### config.mk
export PLATFORM = sky130hd
export DESIGN_NAME = instruction_fetch
export DESIGN_NICKNAME = d
export VERILOG_FILES = /design/src/rtl/riscv_pkg.sv /design/src/rtl/fetch_fifo.sv /design/src/rtl/instruction_fetch.sv
export SDC_FILE = /design/constraint.sdc
export NUM_CORES = 1
export LEC_CHECK = 0
export ABC_AREA = 1
export CORE_AREA = 5 5 208 210
export DETAILED_ROUTE_END_ITERATION = 8
export DIE_AREA = 0 0 213 215
export GPL_ROUTABILITY_DRIVEN = 0
export PLACE_DENSITY = 0.47
export SETUP_SLACK_MARGIN = 0.3
export SYNTH_ARGS = -nofsm -noshare
export SYNTH_HDL_FRONTEND = slang
export SYNTH_SLANG_ARGS = --single-unit
### constraint.sdc
create_clock -name clock -period 4.7 [get_ports clock]
set_clock_uncertainty 0.15 [all_clocks]
set_input_delay 0.94 -clock clock [delete_from_list [all_inputs] [get_ports clock]]
set_output_delay 0.94 -clock clock [all_outputs]
set_load 0.1 [all_outputs]
### src/rtl/riscv_pkg.sv
`default_nettype none
// ============================================================================
// Module   : riscv_pkg
// Brief    : Shared constants for the fetch stage and the datapath behind it.
// Revision : 1.0 - initial release
// ============================================================================
package riscv_pkg;

  // Architectural address / PC width
  localparam int XLEN = 32;

  // Instruction word width
  localparam int INST_WIDTH = 32;

  // Default first fetch address after reset
  localparam logic [XLEN-1:0] RESET_PC = 32'h0000_0000;

  // Sequential fetch increment (one 32-bit word)
  localparam int PC_STEP = 4;

  // addi x0, x0, 0 -- issued by the datapath while no instruction is valid
  localparam logic [INST_WIDTH-1:0] NOP = 32'h0000_0013;

endpackage : riscv_pkg
`default_nettype wire

### src/rtl/fetch_fifo.sv
`default_nettype none
// ============================================================================
// Module   : fetch_fifo
// Brief    : Synchronous DEPTH-entry FIFO of {pc, instruction} pairs. Push and
//            pop may coincide at any occupancy including full; flush wins
//            over push.
// Revision : 1.0 - initial release
// ============================================================================
module fetch_fifo
  import riscv_pkg::*;
#(
  parameter int XLEN  = riscv_pkg::XLEN,
  parameter int DEPTH = 2,
  parameter int CW    = $clog2(DEPTH + 1)
) (
  input  logic                  clock,
  input  logic                  reset,
  input  logic                  i_flush,
  input  logic                  i_push,
  input  logic [XLEN-1:0]       i_push_pc,
  input  logic [INST_WIDTH-1:0] i_push_inst,
  input  logic                  i_pop,
  output logic [CW-1:0]         o_count,
  output logic                  o_empty,
  output logic [XLEN-1:0]       o_head_pc,
  output logic [INST_WIDTH-1:0] o_head_inst
);

  localparam int            PW      = $clog2(DEPTH);
  localparam logic [CW-1:0] C_DEPTH = CW'(DEPTH);

  logic [XLEN-1:0]       r_pc_mem   [DEPTH];
  logic [INST_WIDTH-1:0] r_inst_mem [DEPTH];
  logic [PW-1:0]         r_wr_ptr;
  logic [PW-1:0]         r_rd_ptr;
  logic [CW-1:0]         r_count;

  logic w_do_pop;
  logic w_do_push;

  // A pop from an empty FIFO is meaningless; a push into a full FIFO is only
  // accepted when the head leaves in the same cycle.
  assign w_do_pop  = i_pop && (r_count != '0);
  assign w_do_push = i_push && ((r_count != C_DEPTH) || w_do_pop);

  // Entry storage; cleared on reset so the head reads as zero afterwards
  always_ff @(posedge clock) begin
    if (reset) begin
      for (int i = 0; i < DEPTH; i++) begin
        r_pc_mem[i]   <= '0;
        r_inst_mem[i] <= '0;
      end
    end else if (w_do_push && !i_flush) begin
      r_pc_mem[r_wr_ptr]   <= i_push_pc;
      r_inst_mem[r_wr_ptr] <= i_push_inst;
    end
  end

  // Pointers and occupancy; DEPTH is a power of two so pointers wrap naturally
  always_ff @(posedge clock) begin
    if (reset || i_flush) begin
      r_wr_ptr <= '0;
      r_rd_ptr <= '0;
      r_count  <= '0;
    end else begin
      if (w_do_push) begin
        r_wr_ptr <= r_wr_ptr + 1'b1;
      end
      if (w_do_pop) begin
        r_rd_ptr <= r_rd_ptr + 1'b1;
      end
      r_count <= r_count + CW'(w_do_push) - CW'(w_do_pop);
    end
  end

  assign o_count     = r_count;
  assign o_empty     = (r_count == '0);
  assign o_head_pc   = r_pc_mem[r_rd_ptr];
  assign o_head_inst = r_inst_mem[r_rd_ptr];

endmodule : fetch_fifo
`default_nettype wire

### src/rtl/instruction_fetch.sv
`default_nettype none
// ============================================================================
// Module   : instruction_fetch
// Brief    : Fetch stage. Issues sequential word reads to instruction memory
//            under a credit limit, buffers in-order responses with their PCs
//            and hands them to the datapath. A redirect flushes buffered work
//            and turns in-flight requests into responses to be discarded.
// Revision : 1.0 - initial release
// ============================================================================
module instruction_fetch
  import riscv_pkg::*;
#(
  parameter int              XLEN     = riscv_pkg::XLEN,
  parameter logic [XLEN-1:0] RESET_PC = riscv_pkg::RESET_PC,
  parameter int              DEPTH    = 2
) (
  input  logic                  clock,
  input  logic                  reset,
  // instruction memory request channel
  output logic                  imem_req_valid,
  input  logic                  imem_req_ready,
  output logic [XLEN-1:0]       imem_req_addr,
  // instruction memory response channel (in order, latency >= 1)
  input  logic                  imem_rsp_valid,
  input  logic [INST_WIDTH-1:0] imem_rsp_data,
  // datapath channel
  output logic                  inst_valid,
  input  logic                  inst_ready,
  output logic [INST_WIDTH-1:0] inst_data,
  output logic [XLEN-1:0]       inst_pc,
  // control-flow redirect
  input  logic                  redirect_valid,
  input  logic [XLEN-1:0]       redirect_pc
);

  localparam int CW = $clog2(DEPTH + 1);
  // The stale counter can accumulate across back-to-back redirects, so it
  // carries two extra bits and new fetches pause while it is near the top.
  localparam int DW = CW + 2;

  localparam logic [CW:0]     C_DEPTH      = (CW + 1)'(DEPTH);
  localparam logic [DW-1:0]   C_DROP_LIMIT = DW'((2 ** DW) - 1 - DEPTH);
  localparam logic [XLEN-1:0] C_STEP       = XLEN'(PC_STEP);

  logic [XLEN-1:0] r_fetch_pc_q;
  logic [XLEN-1:0] r_rsp_pc_q;
  logic [CW-1:0]   r_live_q;
  logic [DW-1:0]   r_drop_q;

  logic [CW-1:0]   w_count;
  logic            w_empty;
  logic            w_credit_ok;
  logic            w_drop_room;
  logic            w_req_fire;
  logic            w_rsp_drop;
  logic            w_rsp_live;
  logic            w_pop;
  logic [XLEN-1:0] w_redirect_base;
  logic            w_unused_redirect_lsb;

  // Buffered plus in-flight instructions may never exceed the FIFO depth,
  // which is what keeps the FIFO from overflowing.
  assign w_credit_ok = ({1'b0, w_count} + {1'b0, r_live_q}) < C_DEPTH;
  assign w_drop_room = (r_drop_q <= C_DROP_LIMIT);

  assign imem_req_valid = !reset && !redirect_valid && w_credit_ok && w_drop_room;
  assign imem_req_addr  = r_fetch_pc_q;
  assign w_req_fire     = imem_req_valid && imem_req_ready;

  // Stale responses are retired first; only then do responses count as live.
  // A response with nothing outstanding is ignored.
  assign w_rsp_drop = imem_rsp_valid && (r_drop_q != '0);
  assign w_rsp_live = imem_rsp_valid && (r_drop_q == '0) && (r_live_q != '0);

  assign w_pop = inst_valid && inst_ready;

  // Redirect targets are forced to word alignment; the low bits are don't-care
  assign w_redirect_base       = {redirect_pc[XLEN-1:2], 2'b00};
  assign w_unused_redirect_lsb = ^redirect_pc[1:0];

  // Fetch and response PCs track request issue and accepted responses
  always_ff @(posedge clock) begin
    if (reset) begin
      r_fetch_pc_q <= RESET_PC;
      r_rsp_pc_q   <= RESET_PC;
    end else if (redirect_valid) begin
      r_fetch_pc_q <= w_redirect_base;
      r_rsp_pc_q   <= w_redirect_base;
    end else begin
      if (w_req_fire) begin
        r_fetch_pc_q <= r_fetch_pc_q + C_STEP;
      end
      if (w_rsp_live) begin
        r_rsp_pc_q <= r_rsp_pc_q + C_STEP;
      end
    end
  end

  // Outstanding-request accounting: live requests become stale on redirect
  always_ff @(posedge clock) begin
    if (reset) begin
      r_live_q <= '0;
      r_drop_q <= '0;
    end else if (redirect_valid) begin
      r_live_q <= '0;
      r_drop_q <= r_drop_q + DW'(r_live_q) - DW'(w_rsp_drop || w_rsp_live);
    end else begin
      r_live_q <= r_live_q + CW'(w_req_fire) - CW'(w_rsp_live);
      if (w_rsp_drop) begin
        r_drop_q <= r_drop_q - DW'(1);
      end
    end
  end

  fetch_fifo #(
    .XLEN  (XLEN),
    .DEPTH (DEPTH),
    .CW    (CW)
  ) u_fifo (
    .clock       (clock),
    .reset       (reset),
    .i_flush     (redirect_valid),
    .i_push      (w_rsp_live),
    .i_push_pc   (r_rsp_pc_q),
    .i_push_inst (imem_rsp_data),
    .i_pop       (w_pop),
    .o_count     (w_count),
    .o_empty     (w_empty),
    .o_head_pc   (inst_pc),
    .o_head_inst (inst_data)
  );

  assign inst_valid = !w_empty;

endmodule : instruction_fetch
`default_nettype wire

==> summary.txt, run 1 <==
CTS
  – Htree depth: 4
  – CTS max path bufs: 2
  – Clock sinks: approximately 200
  – Post-CTS Setup Inserts: 0
  – CTS tree: done
  – Post-CTS resize count: 0
  – Clock root buffer master: clkbuf_16
  – Clock Pin Slew Worst Setup and Hold Paths: ~70 ps
  – Worst skew pair latency: 430 ps
  – Post-CTS Hold Fix Bufs: 0
  – CTS Buf Count: 17

Detailed routing
  – Via-to-Cell Ratio: about 4.3
  – Antenna-violating nets left: 0
  – Uppermost layer routed: met4
  – WL per Instance: about 16 um
  – Vias: between 8k and 9k
  – Pre-antenna DRT Iters: 4
  – Routed length on met1: 15.0 mm
  – Met2 wire length: between 10 and 15 mm
  – Drt drc: 0
  – Post-Route WL: around 30 mm
  – DR WL met3: ~1.3 mm
  – DR iter-0 viols: approximately 480

Global routing
  – Initial antenna violation count: 0
  – GRT Overall Usage: 0.128
  – GR Overflow Total: 0
  – Vias in the first global route: between 7k and 8k
  – Global-route wire length before repair: between 40 and 50 mm
  – Largest net degree at the start of global routing: between 60 and 70

Floorplan
  – I/O Pins: approximately 170
  – Row Count: 75
  – Die Y: between 200 and 250 um
  – Initial core utilization: 0.246
  – Core Region: 41400 um2
  – DIE AREA: around 46000 um2
  – Die span in x: ~210 um

Setup path
  – CP Max Fanout: 47
  – Required time worst endpoint: 3610 ps
  – Worst setup EP type: output pin
  – Kind of critical path: in -> out
  – Crit path DAT: roughly 2300 ps
  – Register-to-register setup slack: 1830 ps
  – CP Launch Type: input pin

STA
  – RSZ-0062 raised after global routing: false
  – Post-layout min period: around 3400 ps
  – Fin. Hold Viols: 0
  – Peak Freq: roughly 300 MHz
  – Setup violations, final: 0
  – Tcrit/Tclk final: 0.720
  – Least-Margin Pin Slew: between 1000 and 1500 ps
  – Relative slew margins: 0.305
  – Final slew viol count: 0
  – Setup_tns: 0 ps

Yosys
  – Post-synth EDFFs: ~120
  – Register area share after synthesis: 0.506
  – Synthesized area: ~10000 um2
  – Prevailing post-synth register cell: edfxtp_1
  – Area share of the largest cell type after synthesis: 0.366
  – Top post-synthesis cells by area: edfxtp_1, dfxtp_1, nand2_1
  – Syn_area_per_cell: ~8.6 um2
  – Cell taking the most area after synthesis: edfxtp_1
  – Asr flop ratio synth: 0
  – Post-Syn Instances: approximately 1.2k
  – Yosys Warn Count: 0
  – Synthesis-stage register bit count: just under 200
  – Unique masters post-synth: 42

Min path
  – Hold crit path type: reg -> reg

Layout
  – Share of layout cells above drive strength 1: 0.149
  – Final #Nets: roughly 1.4k
  – Finished Layout Cells: about 1.9k
  – Final core occ: 0.309
  – Fill cells: about 4.4k
  – Area of the multi-input gates: ~4200 um2
  – Syn-to-layout area delta: 25.5%
  – Number of diodes: 0
  – Register Area: approximately 5000 um2

Placed design
  – Port Buffers: 161
  – DP Wirelength: approximately 21 mm
  – Cells after DPL: 1858

Pwr
  – Leakage power: approximately 5 nW
  – Cell Pwr Density: between 300 and 400 nW/um2
  – Maximum vdd ir drop: roughly 0.00019 V

Job
  – Max_cap viols: 0

Status
  – Status: finished, final reports clean
-- worst paths after layout --
check | depth (start not counted) | endpoint | from
max | 5 | imem_req_valid | redirect_valid
min | 1 | u_fifo.r_rd_ptr$_SDFFE_PP0N_ | u_fifo.r_rd_ptr$_SDFFE_PP0N_
min reg2reg | 1 | u_fifo.r_rd_ptr$_SDFFE_PP0N_ | u_fifo.r_rd_ptr$_SDFFE_PP0N_
max reg2reg | 9 | imem_req_addr[30]$_SDFFE_PP0P_ | r_live_q[0]$_SDFF_PP0_
-- sequential cells by signal, indices dropped and copies added, names as in the netlist, named ones only --
| signal | flops |
|---|---|
| imem_req_addr | 30 |
| r_drop_q | 4 |
| r_live_q | 2 |
| r_rsp_pc_q | 30 |
| u_fifo.o_count | 2 |
| u_fifo.r_inst_mem | 64 |
| u_fifo.r_pc_mem | 60 |
| u_fifo.r_rd_ptr | 1 |
| u_fifo.r_wr_ptr | 1 |
-- power breakdown --
part	total (mW)	internal, mW	switching [mW]
registers	1.96	1.89	0.0668
clock network	1.45	0.797	0.654
logic	0.785	0.224	0.561
total	4.20	2.91	1.28
-- through the flow --
stage	hold slack, ps	total power, mW	setup slack, ps	area, um2
after detailed placement	297	2.79	1000	12200
after global placement	285	2.78	1020	12200
after floorplan	275	2.55	1010	10200
final	312	4.20	1310	12800
after CTS	309	4.26	1170	12800
after global routing	345	4.37	1150	12800
-- final cells by class --
class / instances / area share
multi-input combinational: 792 / 0.328
clock buffer: 22 / 0.0356
clock inverter: 10 / 0.00872
sequential: 195 / 0.403
tap: 539 / 0.0528
inverter: 159 / 0.0467
timing repair buffer: 173 / 0.125
-- critical path, cell delays in order --
cell,delay (ps)
buf_2,720
nor2_8,220
nand3_1,160
inv_1,70
buf_12,160
-- Yosys cell counts (all sizes together), types with 5 or more instances --
cell type / count
o22ai: 5
dfxtp: 71
nand2: 225
o21ai: 57
a21oi: 65
ha: 15
a31oi: 10
nand3: 90
mux2: 62
o211ai: 5
buf: 30
nor2: 218
edfxtp: 124
inv: 158
xor2: 11
clkbuf: 16
-- placed cells by master (no fill, tap or decap), types with 11 or more instances in the layout --
cell type	n
clkbuf_16	17
nor2_1	200
buf_4	70
ha_1	15
nand2_1	220
dfxtp_1	70
nand3_1	89
xor2_1	11
mux2_2	62
inv_1	156
edfxtp_1	124
a21oi_1	65
nor2_2	16
clkdlybuf4s50_1	97
o21ai_0	56
-- cells by family (layout without fill, tap and decap cells) --
logic type / Yosys count / after routing / share of synthesized area
buffers and inverters: 205 / 364 / 0.0849
other: 1 / 4 / 0.000369
AO/OA/AOI/OAI: 147 / 147 / 0.0792
adder cells (fa/ha/maj): 17 / 17 / 0.0224
flip-flops: 195 / 195 / 0.506
XOR/XNOR: 14 / 14 / 0.0121
multiplexers: 62 / 62 / 0.0686
AND/OR/NAND/NOR: 548 / 548 / 0.227
-- metal layers --
layer / up-vias / global-route usage
met1: 3824 / 0.185
met3: 10 / 0.0246
met5: - / 0
li1: 4172 / -
met4: 0 / 0.0273
met2: 192 / 0.198
Note: power is estimated with default switching activity, not from simulation.
==> run 2, diff against run 1 <==
PLACE_DENSITY = 0.49   (was 0.47)
clock period = 2.8 ns   (was 4.7 ns; I/O delays follow)
==> run 2 against run 1 <==
Effect of this change:
- power is 74% higher
- worst setup slack worse by 1100 ps
- final area is 9.1% higher
- global-route usage is 0.17 points higher
- via count is 2.6% higher
- critical path depth is 2 higher
- non-clock buffer count is 27 higher
- register-to-register slack worse by 1400 ps
- die area stayed put
- cell count is 1.4% higher
- combinational power is 94% higher
- sequential power is 68% higher
- critical path type is now reg -> out
- highest routed layer unchanged
==> summary.txt, run 2 (same netlist as run 1, synthesis figures left out) <==
Status
  – Status: finished, final reports clean

Layout
  – Syn-to-layout area delta: 37.0%
  – Max reg flops: 64
  – Number of diodes: 0
  – Final core occ: 0.337
  – Final #Nets: around 1.5k
  – Most frequent cells in the layout: nand2_1, nor2_1, inv_1
  – Share of layout cells above drive strength 1: 0.210
  – Reg with most FFs: u_fifo.r_inst_mem
  – Biggest regs: u_fifo.r_inst_mem: 64 flops, u_fifo.r_pc_mem: 60 flops
  – Most common cell after layout, fill and taps aside: nand2_1

Floorplan
  – I/O Pins: 168
  – Row Count: 75
  – Initial core utilization: 0.246
  – Core Region: just over 40000 um2
  – Die Y: 215 um
  – Die span in x: approximately 210 um
  – DIE AREA: 45800 um2

Global routing
  – Vias in the first global route: ~8k
  – Largest net degree at the start of global routing: 64
  – GR Overflow Total: 0
  – GRT Overall Usage: 0.130
  – Global-route wire length before repair: 46.3 mm
  – Initial antenna violation count: 0

Job
  – Max_cap viols: 0

Detailed routing
  – DR iter-0 viols: between 600 and 700
  – Uppermost layer routed: met4
  – Vias: about 8.4k
  – Drt drc: 0
  – Via-to-Cell Ratio: about 4.4
  – Pre-antenna DRT Iters: 5
  – Post-Route WL: about 30 mm
  – Met2 wire length: ~14 mm
  – WL per Instance: 15.8 um
  – Antenna-violating nets left: 0
  – Routed length on met1: ~15 mm
  – DR WL met3: 1.39 mm

STA
  – Relative slew margins: 0.661
  – Fin. Hold Viols: 0
  – Final worst slack: about 240 ps
  – RSZ-0062 raised after global routing: true
  – Post-layout min period: approximately 2600 ps
  – Peak Freq: a little under 400 MHz
  – Tcrit/Tclk final: 0.916
  – Final slew viol count: 0
  – Setup violations, final: 0
  – Least-Margin Pin Slew: between 500 and 600 ps

CTS
  – Clock Pin Slew Worst Setup and Hold Paths: ~80 ps
  – CTS tree: done
  – Clock sinks: 195
  – Worst skew pair latency: 450 ps
  – Htree depth: 4
  – Clock root buffer master: clkbuf_16
  – CTS Buf Count: 17
  – CTS max path bufs: 2

Pwr
  – Maximum vdd ir drop: approximately 0.00038 V
  – Final Power: approximately 7.3 mW
  – Leakage power: roughly 5.5 nW
  – Cell Pwr Density: 523 nW/um2

Placed design
  – Place WS: -155 ps
  – Port Buffers: 161
  – DP Wirelength: between 20 and 25 mm

Setup path
  – Crit path largest cell delay: roughly 450 ps
  – Buf+Inv Stages, Crit Path: 3
  – CP max-delay cell: fa_1
  – Worst setup EP type: output pin
  – CP Launch Type: flip-flop
  – Required time worst endpoint: ~2100 ps
  – Crit path DAT: approximately 1900 ps
  – Cell breakdown of the critical path: nand2_2, inv_2, fa_1, nor2_2, nand3_2, clkinvlp_4, buf_12
  – Critical path's top delay family: adder cells
  – Kind of critical path: reg -> out
  – CP Max Fanout: 2

Min path
  – Hold crit path type: reg -> reg
## run 2: cell count changes in the layout (fill, tap and decap cells not counted), sizes merged
cell	change
buf	+58
clkinvlp	-2
clkdlybuf4s50	-31
clkbuf	-5
bufinv	-2
inv	+9
## run 2: final timing paths
kind,from,to,slack [ps],cells past startpoint
min reg2reg,u_fifo.r_rd_ptr$_SDFFE_PP0N_,u_fifo.r_rd_ptr$_SDFFE_PP0N_,300,1
max reg2reg,r_live_q[0]$_SDFF_PP0_,r_live_q[1]$_SDFF_PP0_,390,12
max,r_live_q[0]$_SDFF_PP0_,imem_req_valid,240,7
min,u_fifo.r_rd_ptr$_SDFFE_PP0N_,u_fifo.r_rd_ptr$_SDFFE_PP0N_,300,1
## run 2: layout make-up
| type | count | area, um2 |
|---|---|---|
| Fill cell | 4272 | 27500 |
| Sequential cell | 195 | 5160 |
| Multi-Input combinational cell | 792 | 4290 |
| Timing Repair Buffer | 200 | 2630 |
| Tap cell | 539 | 674 |
| Inverter | 159 | 603 |
| Clock buffer | 17 | 425 |
| Clock inverter | 15 | 154 |
## run 2: report_power, final
group          internal [mW]  leakage, nW  switching [mW]
logic                  0.518         3.34            1.00
clock network           1.20        0.290            1.27
registers               3.18         1.87           0.114
## run 2: per-layer routing
layer  track usage  vias to the layer above
li1              -                     4227
met1         0.185                     3963
met2         0.204                      203
met3        0.0264                       20
met4        0.0271                        0
met5             0                        -
## run 2: metrics by stage
| stage | cells | hold slack, ps | TNS, ps | area, um2 |
|---|---|---|---|---|
| final | 1917 | 301 | 0 | 13900 |
| after global routing | 1917 | 315 | 0 | 13900 |
| after CTS | 1914 | 306 | 0 | 13800 |
| after detailed placement | 1875 | 295 | -263 | 13200 |
| after global placement | 1875 | 287 | -207 | 13200 |
| after floorplan | 1192 | 275 | 0 | 10200 |
## run 2: timing repair
action,CTS,global route
gates cloned,0,0
setup endpoints to repair,57,26
setup buffers,7,3
gates resized for setup,16,22
hold buffers,0,0
pin swaps,3,9
